File: src/rtl/ps2_pkg.sv
// Shared types and constants for the PS2 gamepad responder.
// Holds register offsets, FSM encoding and the protocol bytes.
package ps2_pkg;

    typedef enum logic [2:0] {
        ST_IDLE,
        ST_SHIFT,
        ST_ACK_WAIT,
        ST_ACK_PULSE,
        ST_IGNORE
    } state_e;

    localparam logic [1:0] REG_BUTTONS = 2'd0;
    localparam logic [1:0] REG_STATUS  = 2'd1;
    localparam logic [1:0] REG_CTRL    = 2'd2;

    localparam logic [7:0] CMD_START = 8'h01;
    localparam logic [7:0] CMD_POLL  = 8'h42;
    localparam logic [7:0] RSP_IDLE  = 8'hFF;
    localparam logic [7:0] RSP_ID    = 8'h41;
    localparam logic [7:0] RSP_READY = 8'h5A;

    localparam logic [15:0] BUTTONS_RST = 16'hFFFF;

    function automatic logic [7:0] resp_byte(
        input logic [2:0]  idx,
        input logic [15:0] snap
    );
        logic [7:0] b;
        case (idx)
            3'd0:    b = RSP_IDLE;
            3'd1:    b = RSP_ID;
            3'd2:    b = RSP_READY;
            3'd3:    b = snap[7:0];
            3'd4:    b = snap[15:8];
            default: b = RSP_IDLE;
        endcase
        return b;
    endfunction

endpackage

File: src/rtl/ps2_pad_responder_if.sv
// APB3 register bus bundle for the PS2 pad responder.
interface ps2_pad_responder_if;

    logic        PSEL;
    logic        PENABLE;
    logic        PWRITE;
    logic [31:0] PADDR;
    logic [31:0] PWDATA;
    logic [31:0] PRDATA;
    logic        PREADY;
    logic        PSLVERR;

    modport master (
        output PSEL, PENABLE, PWRITE, PADDR, PWDATA,
        input  PRDATA, PREADY, PSLVERR
    );

    modport slave (
        input  PSEL, PENABLE, PWRITE, PADDR, PWDATA,
        output PRDATA, PREADY, PSLVERR
    );

endinterface

File: src/rtl/ps2_sync_edge.sv
// Two-flop synchroniser with edge detect on the synchronised value.
// Edges stay masked until both stages and the history flop hold real samples.
module ps2_sync_edge
    import ps2_pkg::*;
(
    input  logic clk,
    input  logic rst_n,
    input  logic d,
    output logic level,
    output logic fall,
    output logic rise
);

    logic       s1_q, s1_d;
    logic       s2_q, s2_d;
    logic       prev_q, prev_d;
    logic [1:0] warm_q, warm_d;
    logic       live;

    always_comb begin
        s1_d   = d;
        s2_d   = s1_q;
        prev_d = s2_q;
        warm_d = (warm_q == 2'd3) ? warm_q : warm_q + 2'd1;
    end

    always_ff @(posedge clk or negedge rst_n) begin
        if (!rst_n) begin
            s1_q   <= 1'b1;
            s2_q   <= 1'b1;
            prev_q <= 1'b1;
            warm_q <= 2'd0;
        end else begin
            s1_q   <= s1_d;
            s2_q   <= s2_d;
            prev_q <= prev_d;
            warm_q <= warm_d;
        end
    end

    // A level held low across reset release must not look like a fall.
    assign live  = (warm_q == 2'd3);
    assign level = s2_q;
    assign fall  = live & prev_q & ~s2_q;
    assign rise  = live & ~prev_q & s2_q;

endmodule

File: src/rtl/ps2_pad_responder.sv
// PS2 gamepad responder: APB button/ctrl registers and host-side
// serial FSM answering the 0x01/0x42 poll with a five-byte reply.
module ps2_pad_responder
    import ps2_pkg::*;
#(
    parameter int ACK_DELAY = 200,
    parameter int ACK_WIDTH = 100
) (
    input  logic PCLK,
    input  logic PRESERN,
    ps2_pad_responder_if.slave apb,
    input  logic ATTENTION,
    input  logic PS2_CLOCK,
    input  logic COMMAND,
    output logic DATA,
    output logic ACK
);

    localparam logic [15:0] DLY_LAST = 16'(ACK_DELAY - 1);
    localparam logic [15:0] WID_LAST = 16'(ACK_WIDTH - 1);

    state_e      state_q, state_d;
    logic [2:0]  bit_cnt_q, bit_cnt_d;
    logic [2:0]  byte_cnt_q, byte_cnt_d;
    logic [7:0]  tx_q, tx_d;
    logic [7:0]  rx_q, rx_d;
    logic [15:0] snap_q, snap_d;
    logic        data_q, data_d;
    logic        ack_q, ack_d;
    logic [15:0] timer_q, timer_d;
    logic        busy_q, busy_d;
    logic [15:0] frame_cnt_q, frame_cnt_d;
    logic [15:0] buttons_q, buttons_d;
    logic        enable_q, enable_d;
    logic [31:0] prdata_q, prdata_d;

    logic att_lvl_unused, att_fall, att_rise;
    logic ps2_lvl_unused, ps2_fall, ps2_rise;
    logic cmd_lvl, cmd_fall_unused, cmd_rise_unused;
    logic apb_unused;

    logic [1:0] reg_sel;
    logic       apb_wr;
    logic       apb_rd;
    logic [7:0] rx_byte;
    logic       byte_bad;

    ps2_sync_edge u_att (
        .clk   (PCLK),
        .rst_n (PRESERN),
        .d     (ATTENTION),
        .level (att_lvl_unused),
        .fall  (att_fall),
        .rise  (att_rise)
    );

    ps2_sync_edge u_clk (
        .clk   (PCLK),
        .rst_n (PRESERN),
        .d     (PS2_CLOCK),
        .level (ps2_lvl_unused),
        .fall  (ps2_fall),
        .rise  (ps2_rise)
    );

    ps2_sync_edge u_cmd (
        .clk   (PCLK),
        .rst_n (PRESERN),
        .d     (COMMAND),
        .level (cmd_lvl),
        .fall  (cmd_fall_unused),
        .rise  (cmd_rise_unused)
    );

    assign apb_unused = ^{apb.PADDR[31:4], apb.PADDR[1:0],
                          apb.PWDATA[31:16]};

    assign reg_sel  = apb.PADDR[3:2];
    assign apb_wr   = apb.PSEL & apb.PENABLE & apb.PWRITE;
    assign apb_rd   = apb.PSEL & ~apb.PWRITE;
    assign rx_byte  = {cmd_lvl, rx_q[7:1]};
    assign byte_bad = ((byte_cnt_q == 3'd0) && (rx_byte != CMD_START)) ||
                      ((byte_cnt_q == 3'd1) && (rx_byte != CMD_POLL));

    always_comb begin
        buttons_d = buttons_q;
        enable_d  = enable_q;
        prdata_d  = prdata_q;

        if (apb_wr) begin
            unique case (1'b1)
                reg_sel == REG_BUTTONS: buttons_d = apb.PWDATA[15:0];
                reg_sel == REG_CTRL:    enable_d  = apb.PWDATA[0];
                default: ;
            endcase
        end

        if (apb_rd) begin
            unique case (1'b1)
                reg_sel == REG_BUTTONS: prdata_d = {16'h0, buttons_q};
                reg_sel == REG_STATUS:  prdata_d = {15'h0, busy_q,
                                                    frame_cnt_q};
                reg_sel == REG_CTRL:    prdata_d = {31'h0, enable_q};
                default:                prdata_d = 32'h0;
            endcase
        end
    end

    always_comb begin
        state_d     = state_q;
        bit_cnt_d   = bit_cnt_q;
        byte_cnt_d  = byte_cnt_q;
        tx_d        = tx_q;
        rx_d        = rx_q;
        snap_d      = snap_q;
        data_d      = data_q;
        ack_d       = ack_q;
        timer_d     = timer_q;
        frame_cnt_d = frame_cnt_q;

        // Host releasing ATTENTION ends the frame from any state.
        if (att_rise) begin
            state_d = ST_IDLE;
            data_d  = 1'b1;
            ack_d   = 1'b1;
        end else begin
            unique case (state_q)
                ST_IDLE: begin
                    if (att_fall) begin
                        if (enable_q) begin
                            snap_d     = buttons_q;
                            tx_d       = RSP_IDLE;
                            rx_d       = 8'h00;
                            bit_cnt_d  = 3'd0;
                            byte_cnt_d = 3'd0;
                            state_d    = ST_SHIFT;
                        end else begin
                            state_d = ST_IGNORE;
                        end
                    end
                end
                ST_SHIFT: begin
                    if (ps2_fall) begin
                        data_d = tx_q[0];
                        tx_d   = {1'b1, tx_q[7:1]};
                    end else if (ps2_rise) begin
                        rx_d      = rx_byte;
                        bit_cnt_d = bit_cnt_q + 3'd1;
                        if (bit_cnt_q == 3'd7) begin
                            data_d = 1'b1;
                            if (byte_bad) begin
                                state_d = ST_IGNORE;
                            end else if (byte_cnt_q < 3'd4) begin
                                timer_d = 16'd0;
                                state_d = ST_ACK_WAIT;
                            end else begin
                                frame_cnt_d = frame_cnt_q + 16'd1;
                                state_d     = ST_IGNORE;
                            end
                        end
                    end
                end
                ST_ACK_WAIT: begin
                    timer_d = timer_q + 16'd1;
                    if (timer_q == DLY_LAST) begin
                        timer_d = 16'd0;
                        ack_d   = 1'b0;
                        state_d = ST_ACK_PULSE;
                    end
                end
                ST_ACK_PULSE: begin
                    timer_d = timer_q + 16'd1;
                    if (timer_q == WID_LAST) begin
                        ack_d      = 1'b1;
                        byte_cnt_d = byte_cnt_q + 3'd1;
                        tx_d       = resp_byte(byte_cnt_q + 3'd1, snap_q);
                        bit_cnt_d  = 3'd0;
                        state_d    = ST_SHIFT;
                    end
                end
                ST_IGNORE: begin
                    data_d = 1'b1;
                    ack_d  = 1'b1;
                end
                default: state_d = ST_IDLE;
            endcase
        end

        busy_d = (state_d == ST_SHIFT) || (state_d == ST_ACK_WAIT) ||
                 (state_d == ST_ACK_PULSE);
    end

    always_ff @(posedge PCLK or negedge PRESERN) begin
        if (!PRESERN) begin
            state_q     <= ST_IDLE;
            bit_cnt_q   <= 3'd0;
            byte_cnt_q  <= 3'd0;
            tx_q        <= RSP_IDLE;
            rx_q        <= 8'h00;
            snap_q      <= BUTTONS_RST;
            data_q      <= 1'b1;
            ack_q       <= 1'b1;
            timer_q     <= 16'd0;
            busy_q      <= 1'b0;
            frame_cnt_q <= 16'd0;
            buttons_q   <= BUTTONS_RST;
            enable_q    <= 1'b0;
            prdata_q    <= 32'h0;
        end else begin
            state_q     <= state_d;
            bit_cnt_q   <= bit_cnt_d;
            byte_cnt_q  <= byte_cnt_d;
            tx_q        <= tx_d;
            rx_q        <= rx_d;
            snap_q      <= snap_d;
            data_q      <= data_d;
            ack_q       <= ack_d;
            timer_q     <= timer_d;
            busy_q      <= busy_d;
            frame_cnt_q <= frame_cnt_d;
            buttons_q   <= buttons_d;
            enable_q    <= enable_d;
            prdata_q    <= prdata_d;
        end
    end

    assign DATA        = data_q;
    assign ACK         = ack_q;
    assign apb.PRDATA  = prdata_q;
    assign apb.PREADY  = 1'b1;
    assign apb.PSLVERR = 1'b0;

endmodule

File: src/flat_wrapper.sv
// flat-port wrapper written by rule: the top's interface ports become plain ports
module ps2_pad_responder_flat import ps2_pkg::*;
#(
    parameter int ACK_DELAY = 200,
    parameter int ACK_WIDTH = 100
)
  (PCLK, PRESERN, ATTENTION, PS2_CLOCK, COMMAND, DATA, ACK, apb_PSEL, apb_PENABLE, apb_PWRITE, apb_PADDR, apb_PWDATA, apb_PRDATA, apb_PREADY, apb_PSLVERR);
  ps2_pad_responder_if apb_i ();
  input  logic PCLK;
  input  logic PRESERN;
  input  logic ATTENTION;
  input  logic PS2_CLOCK;
  input  logic COMMAND;
  output logic DATA;
  output logic ACK;
  input wire logic [$bits(apb_i.PSEL)-1:0] apb_PSEL;
  input wire logic [$bits(apb_i.PENABLE)-1:0] apb_PENABLE;
  input wire logic [$bits(apb_i.PWRITE)-1:0] apb_PWRITE;
  input wire logic [$bits(apb_i.PADDR)-1:0] apb_PADDR;
  input wire logic [$bits(apb_i.PWDATA)-1:0] apb_PWDATA;
  output wire logic [$bits(apb_i.PRDATA)-1:0] apb_PRDATA;
  output wire logic [$bits(apb_i.PREADY)-1:0] apb_PREADY;
  output wire logic [$bits(apb_i.PSLVERR)-1:0] apb_PSLVERR;
  assign apb_i.PSEL = apb_PSEL;
  assign apb_i.PENABLE = apb_PENABLE;
  assign apb_i.PWRITE = apb_PWRITE;
  assign apb_i.PADDR = apb_PADDR;
  assign apb_i.PWDATA = apb_PWDATA;
  assign apb_PRDATA = apb_i.PRDATA;
  assign apb_PREADY = apb_i.PREADY;
  assign apb_PSLVERR = apb_i.PSLVERR;
  ps2_pad_responder #(.ACK_DELAY(ACK_DELAY), .ACK_WIDTH(ACK_WIDTH)) u_core (.PCLK(PCLK), .PRESERN(PRESERN), .apb(apb_i), .ATTENTION(ATTENTION), .PS2_CLOCK(PS2_CLOCK), .COMMAND(COMMAND), .DATA(DATA), .ACK(ACK));
endmodule
File: config.mk
export PLATFORM = sky130hd
export DESIGN_NAME = ps2_pad_responder_flat
export DESIGN_NICKNAME = d
export VERILOG_FILES = /design/src/rtl/ps2_pkg.sv /design/src/rtl/ps2_pad_responder_if.sv /design/src/rtl/ps2_sync_edge.sv /design/src/rtl/ps2_pad_responder.sv /design/src/flat_wrapper.sv
export SDC_FILE = /design/constraint.sdc
export NUM_CORES = 1
export LEC_CHECK = 0
export ABC_AREA = 1
export BUFFER_PORTS_ARGS = -buffer_cell sky130_fd_sc_hd__buf_2
export CAP_MARGIN = 20
export CORE_MARGIN = 3
export CORE_UTILIZATION = 49
export DETAILED_ROUTE_END_ITERATION = 12
export PLACE_DENSITY_LB_ADDON = 0.15
export SYNTH_ARGS = -nofsm -noshare
export SYNTH_HDL_FRONTEND = slang
export SYNTH_SLANG_ARGS = --single-unit
File: constraint.sdc
create_clock -name PCLK -period 4.9 [get_ports PCLK]
set_input_delay 0.245 -clock PCLK [delete_from_list [all_inputs] [get_ports PCLK]]
set_output_delay 0.245 -clock PCLK [all_outputs]
set_load 0.02 [all_outputs]
Word-level counts from Yosys, hierarchy flattened
Cells that the tools add are included.
{ "op_classes": {"mul": 0, "bitwise": 20, "n_eq_ne": 34, "shifts": 0, "magnitude_cmp": 1, "muxes": 47, "add_sub_neg": 6, "n_div": 0, "n_reduce_logical": 25} }
{ "ops": {"columns": ["operator", "count"], "rows": [
  ["$mux W16", 6],
  ["$mux W8", 8],
  ["$pmux W17 S3", 1],
  ["$mux W3", 16],
  ["$pmux W16 S3", 1],
  ["$add A16 B1 Y16 const B", 2],
  ["$pmux W8 S4", 1],
  ["$pmux W8 S3", 1],
  ["$reduce_and A7 Y1", 3],
  ["$eq A3 B2 Y1 const B", 6],
  ["$eq A16 B7 Y1 const B", 1],
  ["$eq A16 B8 Y1 const B", 1],
  ["$pmux W8 S2", 1],
  ["$pmux W3 S5", 1],
  ["$ne A2 B1 Y1 const B", 7],
  ["$eq A3 B1 Y1 const B", 4],
  ["$reduce_and A6 Y1", 2],
  ["$and A1 B1 Y1", 11],
  ["$eq A3 B3 Y1 const B", 3],
  ["$not A1 Y1", 9],
  ["$pmux W3 S3", 1],
  ["$reduce_bool A3 Y1", 3],
  ["$ne A4 B1 Y1 const B", 2],
  ["$ne A8 B1 Y1 const B", 1],
  ["22 further kinds", 41]
]} }
{ "totals": {"regBits": 137, "rom_bits": 0, "latchBits": 0, "mem_bits_rw": 0, "word_cells": 157, "in_bits": 72, "n_memories": 0} }

Depth between registers and ports, before layout
{ "depth": {"ltp_word": 12, "mapped_depth": 13, "ltp_nobuf": 12} }

Modules after synthesis
From an unflattened synthesis, not the netlist that was laid out.
{ "hier_totals": {"hier_cells": 735, "area_unflattened_um2": 6336.1} }
{ "modules_own_cells": {"columns": ["module", "cells_each", "instances", "area_per_inst_um2"], "rows": [
  ["ps2_pad_responder", 681, 1, 5776.8],
  ["ps2_sync_edge", 18, 3, 186.4]
]} }

Worst setup path before layout
Ideal clock, no wire load.
{ "synth_timing": {"path_kind": "reg2reg", "from": "register u_core.byte_cnt_q[0]", "to": "register u_core.timer_q[10]", "setup_slack_ns": 3.340, "stages_incl_launch_ff": 12, "required_time_ns": 4.784, "arrival_ns": 1.443, "path_cell_list": "dfrtp_1 inv_1 ha_1 inv_1 nor2_1 nand2_1 nand3_2 nand2_2 nand2_8 buf_6 nand2_1 nand2_1"} }
{ "synth_between": {"elab_chain_cells": 5} }
{ "synth_lines": {"columns": ["element", "line", "rtl"], "rows": [
  ["start: declaration", "ps2_pad_responder.sv:24", "logic [2:0] byte_cnt_q, byte_cnt_d;"],
  ["start signal: assignment", "ps2_pad_responder.sv:212", "byte_cnt_q <= byte_cnt_d;"],
  ["parallel branches: the longest is 4 deep, another holds $lt A3 B3 Y1", null, null],
  ["$reduce_and A7 Y1 (no line) *", null, null],
  ["end signal: assignment", "ps2_pad_responder.sv:218", "timer_q <= timer_d;"],
  ["end: declaration", "ps2_pad_responder.sv:30", "logic [15:0] timer_q, timer_d;"]
]} }
Mark *: on every way between the ends.
A chain may end at the register's enable or synchronous reset.

Final worst setup path
{ "layout_timing": {"from": "register u_core.u_att.warm_q[0]", "to": "register u_core.busy_q"} }
{ "layout_between": {"elab_chain_cells": 9} }
{ "layout_lines": {"columns": ["element", "line", "rtl"], "rows": [
  ["start: declaration", "ps2_sync_edge.sv:17", "logic [1:0] warm_q, warm_d;"],
  ["start signal: assignment", "ps2_sync_edge.sv:37", "warm_q <= warm_d;"],
  ["$eq A2 B2 Y1 *", "ps2_sync_edge.sv:42", "assign live = (warm_q == 2'd3);"],
  ["$and A1 B1 Y1 (2 in a row)", "ps2_sync_edge.sv:44", "assign fall = live & prev_q & ~s2_q;"],
  ["$mux W3", "ps2_pad_responder.sv:129", "if (att_fall) begin"],
  ["$pmux W3 S5", "ps2_pad_responder.sv:127", "unique case (state_q)"],
  ["$mux W3 *", "ps2_pad_responder.sv:122", "if (att_rise) begin"],
  ["$eq A3 B1 Y1 or $eq A3 B2 Y1 (tied branches)", "ps2_pad_responder.sv:189", "busy_d = (state_d == ST_SHIFT) || (state_d == ST_ACK_WAIT) ||"],
  ["$logic_or A1 B1 Y1", "ps2_pad_responder.sv:189", null],
  ["$logic_or A1 B1 Y1 *", "ps2_pad_responder.sv:189", null],
  ["via u_core.busy_d", "ps2_pad_responder.sv:31", "logic busy_q, busy_d;"],
  ["end signal: assignment", "ps2_pad_responder.sv:219", "busy_q <= busy_d;"],
  ["end: declaration", "ps2_pad_responder.sv:31", null]
]} }
The timed path passes the listed nets; every way through them passes the cells marked *.

==> impl_metrics.ini <==
[outcome]
status = completed

[yosys]
synth_area_leaders = dfrtp_1 (27%), dfstp_2 (20%), nand2_1 (14%)
ys_ff_latch = 121
yosysTopAreaCell = dfrtp_1
yosysWarningCount = 0
yosys-top-cells-count = nand2_1 (239), inv_1 (87), nor2_1 (76)
netlist.area_leader.share_pct = 27.29
avgSynthCellArea_um2 = 7.931
async_reset_ff_share_pct = 100.0
synth.most_common_cell = nand2_1
synthFlopType = dfrtp_1
synth_edf_count = 0
synthesis.area_mm2 = 0.006511
seq_area_frac_synth_pct = 47.46
ys_types = 43
synthCells = 821

[pwr]
p_seq_share_pct = 44.5
p_int_w = 0.002175
power.total_w = 0.002928
p_comb_share_pct = 12.2
power_frac_clock_pct = 43.3
ir_drop_v = 0.0003178
p_leak_nw = 3.626
power_density_mw_per_mm2 = 393.7
power.switching_w = 0.0007537
switching_share_pct = 25.74

[grt]
grt_usage_pct = 21.65
grt_first_pass_wirelength_um = 25320
grt_max_degree = 72
grt_antenna_before_repair = 0
grt_pass1_vias = 5425
grt.overflow.total = 0

[clock_network]
clk_latency_ns = 0.42
clock_path_buffers = 2
cts_tree = done
clk_pin_slew_worst_paths_ns = 0.06
h-tree-depth = 4
root_buffer = clkbuf_16
numCtsBuffers = 17
clkSinkCount = 121
post_cts_resized = 0

[sta]
tightest_slew_ns = 0.9752
fin_skew_ns = 0.009919
maxSlewViolCount = 0
fin_tns_setup_ns = 0
layout_worst_path_cycle_share_pct = 45.63
rsz0062_at_grt = no
hold_viol = 0
relSlewSlack_pct = 34.83
setup_violations = 0
fmax_ghz = 0.4472
period_minus_slack_ns = 2.236

[floorplanning]
start_util_pct = 50.77
num_rows = 41
core_area_mm2 = 0.01282
dieArea_mm2 = 0.01471
die_h_um = 121.3
ios = 108
fp.dieW_um = 121.3

[worst_setup_path]
reg2reg_setup_slack_ns = 2.66
regToRegStartpoint = u_core.u_att.warm_q[0]$_DFFE_PN0P_
end_kind = flop
cp-start-kind = flop
critPathRequiredTime_ns = 5.20
arrival_ns = 2.53
reg2reg_to = u_core.busy_q$_DFF_PN0_
cp_max_fo = 32
r2r_cells = 6
critPathKind = reg -> reg

[min_path]
min_from = apb_PWDATA[14]
hp-class = in -> reg
min_to = u_core.buttons_q[14]$_DFFE_PN1P_
holdPathStages = 3

[route]
drc = 0
drtIter0Drc = 331
firstDrtPassIters = 6
post_drt_wl_per_cell_um = 14.06
viasPerCell = 5.166
wl_um = 14840
ant_nets = 0
vias = 5450

[final_layout]
insertedDiodeCount = 0
drive_gt1_share_pct = 18.57
syn2layout_area_growth_pct = 14.24
nets = 953
nFillCells = 1212

[placement]
dp_hpwl_um = 10640
routabilityCongestion = 0.8636
io_buffer_count = 44

[flow_run]
maxCapViolCount = 0
==> power by group through the flow <==
| stage | clock network, W | logic (W) | registers [W] |
|---|---|---|---|
| final | 0.00127 | 0.000358 | 0.00130 |
| after global routing | 0.00134 | 0.000409 | 0.00132 |
| after CTS | 0.00129 | 0.000364 | 0.00130 |
| after detailed placement | 0 | 0.000359 | 0.00132 |
| after global placement | 0 | 0.000346 | 0.00131 |
| after floorplan | 0 | 0.000243 | 0.00131 |
==> flip-flops by register name, summed over array words and instances, names as in the netlist, 2 cells and up <==
| signal | cells |
|---|---|
| u_core.apb.PRDATA | 17 |
| u_core.snap_q | 16 |
| u_core.buttons_q | 16 |
| u_core.state_q | 3 |
| u_core.byte_cnt_q | 3 |
| u_core.u_clk.warm_q | 2 |
| u_core.frame_cnt_q | 16 |
| u_core.rx_q | 7 |
| u_core.tx_q | 8 |
| u_core.timer_q | 16 |
| u_core.bit_cnt_q | 3 |
| u_core.u_att.warm_q | 2 |
==> cell type report <==
| type | count | area [um^2] | area share (%) |
|---|---|---|---|
| sequential | 121 | 3090 | 41.55 |
| multi-input combinational | 583 | 2885 | 38.79 |
| clock buffer | 24 | 481.7 | 6.476 |
| inverter | 98 | 375.4 | 5.046 |
| timing repair buffer | 49 | 270.3 | 3.633 |
| tap | 172 | 215.2 | 2.893 |
| clock inverter | 8 | 120.1 | 1.615 |
==> timing repair <==
action,in CTS,in global routing
hold endpoints to repair,42,0
hold buffers,4,0
setup buffers,0,0
==> how the worst max path moves through the flow <==
stage / startpoint / end / slack, ns / cells after the start
6_report: u_core.u_att.warm_q[0]$_DFFE_PN0P_ / u_core.busy_q$_DFF_PN0_ / 2.66 / 6
5_1_grt: u_core.u_att.warm_q[0]$_DFFE_PN0P_ / u_core.busy_q$_DFF_PN0_ / 2.42 / 6
4_1_cts: u_core.u_att.warm_q[0]$_DFFE_PN0P_ / u_core.busy_q$_DFF_PN0_ / 2.66 / 6
3_5_place_dp: u_core.u_att.warm_q[0]$_DFFE_PN0P_ / u_core.busy_q$_DFF_PN0_ / 2.66 / 6
3_3_place_gp: u_core.u_att.warm_q[0]$_DFFE_PN0P_ / u_core.busy_q$_DFF_PN0_ / 2.72 / 6
2_1_floorplan: u_core.byte_cnt_q[0]$_DFFE_PN0P_ / u_core.timer_q[10]$_DFFE_PN0P_ / 3.34 / 11
==> critical path: stages (launching register included) <==
cell and delay, ns:
dfrtp_1 0.40, ha_1 0.28, nand4_1 0.14, or2_1 0.76, nand2_1 0.15, o21ai_0 0.30, nand2_1 0.09
==> stage by stage <==
step | cell area (um^2) | util [%] | hold slack (ns) | std cells | worst slack, ns
after floorplan | 6568 | - | -0.05059 | 836 | 3.340
after global placement | 6797 | 53.00 | 0.3458 | 1019 | 2.716
after detailed placement | 6797 | 53.00 | 0.3468 | 1019 | 2.661
after CTS | 7438 | 58.00 | 0.03919 | 1055 | 2.656
after global routing | 7438 | 58.00 | 0.05651 | 1055 | 2.423
final | 7438 | 58.00 | 0.05734 | 1055 | 2.664
==> placed cells by master (no fill, tap or decap), types with 3 or more instances in the layout <==
master	Yosys	final
conb_1	2	17
xor2_1	15	15
nand3_1	73	73
nor2_2	6	6
o21bai_1	3	3
nor2_1	76	76
inv_1	87	87
clkbuf_1	6	4
ha_1	11	11
nand3_2	3	3
o21ai_1	9	9
o21ai_0	30	30
o22ai_1	7	7
o221ai_1	12	12
nor3_1	6	6
nor2_4	3	3
dfrtp_1	71	71
o211ai_1	3	3
buf_2	8	43
dfstp_2	50	50
clkbuf_8	0	3
inv_4	3	3
dlygate4sd3_1	0	4
bufinv_16	0	3
nand2_1	239	239
clkinv_2	0	3
nand2_2	8	8
a21oi_1	32	32
inv_2	8	8
clkbuf_16	0	17
nand4_1	12	12
==> routing by layer <==
layer	GRT usage (%)	vias up	part of all wire, %
met2	36.26	147	48
met4	7.493	0	1.8
met5	0	-	0
li1	-	2702	-
met1	26.64	2575	44
met3	6.527	26	5.7
==> logic make-up (layout without fill, tap and decap cells) <==
kind of cell / count (synthesis) / in the layout / synth area share (%)
other: 2 / 17 / 0.1153
muxes: 2 / 2 / 0.3459
AOI/OAI and AO/OA: 100 / 100 / 9.051
xor gates and xnor gates: 17 / 17 / 2.287
adders and majority gates: 11 / 11 / 2.114
DFF: 121 / 121 / 47.46
buffers and inverters: 132 / 179 / 9.089
and+or+nand+nor: 436 / 436 / 29.54
Note: power is estimated with default switching activity, not from simulation.
